--- config.mk ---
export PLATFORM = sky130hd
export DESIGN_NAME = cache_mem_arbiter
export DESIGN_NICKNAME = d
export VERILOG_FILES = /design/src/rtl/cache_pkg.sv /design/src/rtl/rr_arbiter2.sv /design/src/rtl/cache_mem_arbiter.sv
export SDC_FILE = /design/constraint.sdc
export NUM_CORES = 1
export LEC_CHECK = 0
export BUFFER_PORTS_ARGS = -buffer_cell sky130_fd_sc_hd__buf_2
export CAP_MARGIN = 20
export CORE_MARGIN = 8
export CORE_UTILIZATION = 53
export CTS_BUF_LIST = sky130_fd_sc_hd__clkbuf_8
export DETAILED_ROUTE_END_ITERATION = 6
export GPL_ROUTABILITY_DRIVEN = 0
export PLACE_DENSITY = 0.95
export SYNTH_ARGS = -nofsm -noshare
export SYNTH_HDL_FRONTEND = slang
export SYNTH_SLANG_ARGS = --single-unit
--- constraint.sdc ---
create_clock -name clk -period 3.1 [get_ports clk]
set_clock_uncertainty 0.1 [all_clocks]
set_input_delay 0.62 -clock clk [delete_from_list [all_inputs] [get_ports clk]]
set_output_delay 0.62 -clock clk [all_outputs]
set_load 0.005 [all_outputs]
--- src/rtl/cache_pkg.sv ---
// Shared types for the cache/RAM arbiter: line geometry, FSM states and the line type.
package cache_pkg;

    localparam int DEF_RAM_ADDRESS_BITS = 10;
    localparam int DEF_DATA_BITS        = 32;
    localparam int DEF_BLOCK_BITS       = 2;

    function automatic int block_size(input int block_bits);
        return 1 << block_bits;
    endfunction

    localparam int DEF_BLOCK_SIZE = block_size(DEF_BLOCK_BITS);

    typedef enum logic [2:0] {
        IDLE,
        READ_ISSUE,
        READ_WAIT,
        WRITE,
        RESPOND
    } arb_state_t;

    typedef logic [DEF_BLOCK_SIZE-1:0][DEF_DATA_BITS-1:0] cache_line_t;

endpackage

--- src/rtl/rr_arbiter2.sv ---
// Two-way round-robin pick: on a tie the port not granted last wins.
module rr_arbiter2 (
    input  logic [1:0] pending,
    input  logic       last_grant,
    output logic       grant,
    output logic       grant_valid
);

    always_comb begin
        grant_valid = |pending;
        grant       = 1'b0;
        case (pending)
            2'b01:   grant = 1'b0;
            2'b10:   grant = 1'b1;
            2'b11:   grant = ~last_grant;
            default: grant = 1'b0;
        endcase
    end

endmodule

--- src/rtl/cache_mem_arbiter.sv ---
// Shares one word-wide RAM port between the I-cache (port 0) and D-cache (port 1):
// line fills are serialised into single-word reads, stores pass through as one write.
//
// state      | meaning
// IDLE       | no transaction; arbitrate and capture the winning request
// READ_ISSUE | strobe ram_read_en for word k of the line
// READ_WAIT  | wait for ram_rvalid, store word k
// WRITE      | strobe ram_write_en with captured address/data
// RESPOND    | one-cycle resp_valid to the granted port
module cache_mem_arbiter
    import cache_pkg::*;
#(
    parameter int RAM_ADDRESS_BITS = DEF_RAM_ADDRESS_BITS,
    parameter int DATA_BITS        = DEF_DATA_BITS,
    parameter int BLOCK_BITS       = DEF_BLOCK_BITS
) (
    input  logic                                                clk,
    input  logic                                                reset_n,
    input  logic [1:0]                                          req_read_en,
    input  logic [1:0]                                          req_write_en,
    input  logic [1:0][RAM_ADDRESS_BITS-1:0]                    req_address,
    input  logic [1:0][DATA_BITS-1:0]                           req_write_data,
    output logic [1:0]                                          resp_valid,
    output logic [block_size(BLOCK_BITS)-1:0][DATA_BITS-1:0]    resp_data,
    output logic                                                busy,
    output logic [RAM_ADDRESS_BITS-1:0]                         ram_address,
    output logic                                                ram_read_en,
    output logic                                                ram_write_en,
    output logic [DATA_BITS-1:0]                                ram_write_data,
    input  logic [DATA_BITS-1:0]                                ram_rdata,
    input  logic                                                ram_rvalid
);

    localparam int BLOCK_SIZE = block_size(BLOCK_BITS);
    localparam logic [BLOCK_BITS-1:0] LAST_WORD = BLOCK_BITS'(BLOCK_SIZE - 1);

    arb_state_t                              state_q, state_d;
    logic [BLOCK_BITS-1:0]                   k_q, k_d;
    logic                                    last_grant_q, last_grant_d;
    logic                                    grant_q, grant_d;
    logic                                    is_write_q, is_write_d;
    logic [RAM_ADDRESS_BITS-1:0]             addr_q, addr_d;
    logic [DATA_BITS-1:0]                    wdata_q, wdata_d;
    logic [BLOCK_SIZE-1:0][DATA_BITS-1:0]    line_q, line_d;

    logic [1:0] pending;
    logic       arb_grant;
    logic       arb_valid;

    assign pending = req_read_en | req_write_en;

    rr_arbiter2 u_rr_arbiter2 (
        .pending     (pending),
        .last_grant  (last_grant_q),
        .grant       (arb_grant),
        .grant_valid (arb_valid)
    );

    always_comb begin
        state_d        = state_q;
        k_d            = k_q;
        last_grant_d   = last_grant_q;
        grant_d        = grant_q;
        is_write_d     = is_write_q;
        addr_d         = addr_q;
        wdata_d        = wdata_q;
        line_d         = line_q;
        resp_valid     = 2'b00;
        ram_address    = '0;
        ram_read_en    = 1'b0;
        ram_write_en   = 1'b0;
        ram_write_data = '0;

        case (state_q)
            IDLE: begin
                if (arb_valid) begin
                    grant_d    = arb_grant;
                    addr_d     = req_address[arb_grant];
                    wdata_d    = req_write_data[arb_grant];
                    // write enable dominates when a port raises both
                    is_write_d = req_write_en[arb_grant];
                    k_d        = '0;
                    state_d    = req_write_en[arb_grant] ? WRITE : READ_ISSUE;
                end
            end
            READ_ISSUE: begin
                ram_read_en = 1'b1;
                ram_address = {addr_q[RAM_ADDRESS_BITS-1:BLOCK_BITS], k_q};
                state_d     = READ_WAIT;
            end
            READ_WAIT: begin
                if (ram_rvalid) begin
                    line_d[k_q] = ram_rdata;
                    if (k_q == LAST_WORD) begin
                        state_d = RESPOND;
                    end else begin
                        k_d     = k_q + 1'b1;
                        state_d = READ_ISSUE;
                    end
                end
            end
            WRITE: begin
                ram_write_en   = 1'b1;
                ram_address    = addr_q;
                ram_write_data = wdata_q;
                state_d        = RESPOND;
            end
            RESPOND: begin
                resp_valid[grant_q] = 1'b1;
                last_grant_d        = grant_q;
                state_d             = IDLE;
            end
            default: state_d = IDLE;
        endcase
    end

    always_ff @(posedge clk) begin
        if (!reset_n) begin
            state_q      <= IDLE;
            k_q          <= '0;
            last_grant_q <= 1'b1;
            grant_q      <= 1'b0;
            is_write_q   <= 1'b0;
            addr_q       <= '0;
            wdata_q      <= '0;
            line_q       <= '0;
        end else begin
            state_q      <= state_d;
            k_q          <= k_d;
            last_grant_q <= last_grant_d;
            grant_q      <= grant_d;
            is_write_q   <= is_write_d;
            addr_q       <= addr_d;
            wdata_q      <= wdata_d;
            line_q       <= line_d;
        end
    end

    assign resp_data = line_q;
    assign busy      = (state_q != IDLE);

endmodule

==> impl_metrics.csv <==
group,metric,value,unit
yosys,ys_async_sr_fraction,0,
global_route,grt_pass1_wl,34100,µm
timing,worstMarginPinSlew,0.608,ns
yosys,synth_edf_count,0,
floorplanning,die_h,131,µm
timing,worst_slack,0.591,ns
detailed_routing,ant_nets,0,
detailed_routing,routed-via-count,7331,
yosys,synth.top_cells.by_count,"nand2_1, dfxtp_1, a21oi_1",
yosys,yosysWarnings,0,
run,drv_cap,0,
timing,rsz0062_at_grt,"no",
yosys,synthesis.nets,1026,
worst_hold_path,min_path_cells,3,
pwr,leakage,0.00415,µW
setup_path,endpoint_kind,"primary output",
detailed_routing,wl,22900,µm
worst_hold_path,holdPathEnd,"wdata_q[17]$_SDFFE_PN0P_",
timing,slew_viol_final,0,
final_layout,drive_gt1_frac,0.307,
floorplanning,num_io_pins,298,
clock_network,cts_buffers,17,
clock_network,clock_path_buffers,2,
setup_path,path_buf_inv,2,
placed_design,place_ws,0.780,ns
setup_path,crit_chain,"buf_12, mux2i_1, nor2_1, buf_2",
outcome,status,"complete, no violations",
timing,setup_violations,0,
yosys,synth_top_area_share,0.505,
timing,hold_violations,0,
clock_network,cts_resized,0,
global_route,grt_pass1_vias,6956,
timing,relSlewSlack,0.594,
clock_network,cts.sinks,177,
clock_network,clk_pin_slew,0.09,ns
clock_network,clock-root-buffer,"clkbuf_8",
timing,holdWs,0.309,ns
setup_path,startpoint_type,"flop",
setup_path,worstSetupPathDepth,4,
floorplanning,rows,42,
pwr,max-vdd-ir-drop,289,µV
yosys,synth_area_leader_cell,"dfxtp_1",
setup_path,cp.required,2.38,ns
floorplanning,die_x,131,µm
setup_path,crit_slowest_cell,"dfxtp_1",
floorplanning,die_area,17200,µm²
final_layout,antenna-diode-count,0,
setup_path,r2r-end,"resp_data[100]$_SDFFE_PN0P_",
detailed_routing,drt_pass1_iterations,5,
setup_path,reg2reg_depth,5,
final_layout,fillers,1044,
timing,fmax,399,MHz
clock_network,tritoncts,"done",
clock_network,postCtsSetupRepairBufs,0,
setup_path,reg2reg_slack,0.81,ns
timing,finalSetupTns,0,ns
yosys,ys.flop_type,"dfxtp_1",
yosys,synthDistinctLibCells,35,
placed_design,port_buffers,297,
final_layout,fin_nets,1289,
timing,finalCritPeriodShare,0.809,
setup_path,crit_arrival,1.79,ns
placed_design,hpwl,16400,µm
global_route,grt_max_degree,88,
setup_path,worst_path_largest_cell_delay,0.69,ns
detailed_routing,wl_per_cell,16.9,µm
global_route,grt.total_usage,0.254,
setup_path,path_max_fanout,27,
clock_network,htree_levels,4,
detailed_routing,drc,0,
worst_hold_path,hold_start,"req_write_data[17]",
floorplanning,start_util,0.536,
clock_network,clk_latency,0.44,ns
yosys,avgSynthCellArea,7.80,µm²
setup_path,r2r_start,"state_q[1]$_SDFFE_PN0P_",
global_route,globalRouteOverflowTotal,0,
final_layout,syn2layout_area_growth,27.4,%
global_route,antenna_found_initial,0,
yosys,synthMostInstantiatedCell,"nand2_1",
yosys,ys_ff_latch,177,
worst_hold_path,min_path_type,"in -> reg",
floorplanning,core_area,13100,µm²
setup_path,critPathKind,"reg -> out",
setup_path,crit_family,"flip-flops",
detailed_routing,vias_per_cell,5.43,
clock_network,hold_buffers,0,
detailed_routing,drtIter0Drc,583,
pwr,power.total,4820,µW
yosys,syn_inst,899,
yosys,seq_area_frac_synth,0.505,
pwr,power_density,540,nW/µm²
timing,period_needed,2.51,ns
yosys,ys_top_cells_by_area,"dfxtp_1, nand2_1, a21oi_1",
yosys,synth.cell_area,7010,µm²
cells in the final DEF (no fill, tap or decap), drive strengths merged:
cell      Yosys  routed
and4bb        1       1
a211o         1       1
nand2b        1       1
and3         33      33
o21ai        44      44
bufinv        0       3
clkbuf       29      20
and2b         1       1
a31oi        42      42
nor3b         1       1
ha            4       4
o311a         1       1
inv           4       7
dfxtp       177     177
a311oi        1       1
nor4          1       1
a211oi        1       1
nand2       348     348
mux2i         3       3
clkinvlp      0       2
and2         14      14
o211ai        1       1
or3           1       1
nor2          7       7
o21a          2       2
nor2b         2       2
clkinv        1       4
o211a         1       1
buf          45     318
a21oi       131     131
nor4b         1       1
kinds of logic after synthesis:
kind of cell               count (synthesis)  share of synthesized area
AOI/OAI and AO/OA                        225                      0.175
adders and majority gates                  4                    0.00714
buffers and inverters                     79                     0.0639
DFF                                      177                      0.505
muxes                                      3                    0.00428
and+or+nand+nor                          411                      0.244
area by class of cell:
| type | instances | area (µm²) | area share |
|---|---|---|---|
| Sequential cell | 177 | 3540 | 0.397 |
| Multi-Input combinational cell | 643 | 3030 | 0.339 |
| Timing Repair Buffer | 318 | 1690 | 0.190 |
| Clock buffer | 20 | 275 | 0.0308 |
| Tap cell | 176 | 220 | 0.0246 |
| Clock inverter | 11 | 153 | 0.0171 |
| Inverter | 5 | 21.3 | 0.00238 |
sequential cells by signal, summed over array words and instances (netlist names):
| name | count |
|---|---|
| grant_q | 1 |
| last_grant_q | 1 |
| addr_q | 10 |
| resp_data | 128 |
| k_q | 2 |
| state_q | 3 |
| wdata_q | 32 |
report_power, final:
part           switching, µW  internal [µW]
logic                    397            258
registers               81.7           2410
clock network            816            865
worst max path at each step:
stage	slack, ns	end	start
after detailed placement	0.78	wdata_q[6]$_SDFFE_PN0P_	req_write_en[0]
after CTS	0.57	ram_address[1]	state_q[1]$_SDFFE_PN0P_
after global routing	0.48	ram_address[1]	state_q[1]$_SDFFE_PN0P_
after global placement	0.88	resp_data[99]$_SDFFE_PN0P_	state_q[1]$_SDFFE_PN0P_
after floorplan	1.30	ram_write_data[10]	state_q[1]$_SDFFE_PN0P_
final	0.59	ram_address[1]	state_q[1]$_SDFFE_PN0P_
tightest hold or removal path: stages:
cell and delay (ns):
buf_2 0.09, nand2_1 0.04, a31oi_1 0.06
metrics by stage:
step	instance area, µm²	utilization	cells
after CTS	8930	0.683	1350
after global placement	8510	0.650	1319
after global routing	8930	0.683	1350
final	8930	0.683	1350
after detailed placement	8510	0.650	1319
after floorplan	7010	-	899
routing by layer:
layer / share of wire / global-route usage
met5: 0 / 0
met2: 0.50 / 0.453
met3: 0.11 / 0.0800
met4: 0.035 / 0.124
met1: 0.36 / 0.265
(Power assumes the default switching activity.)
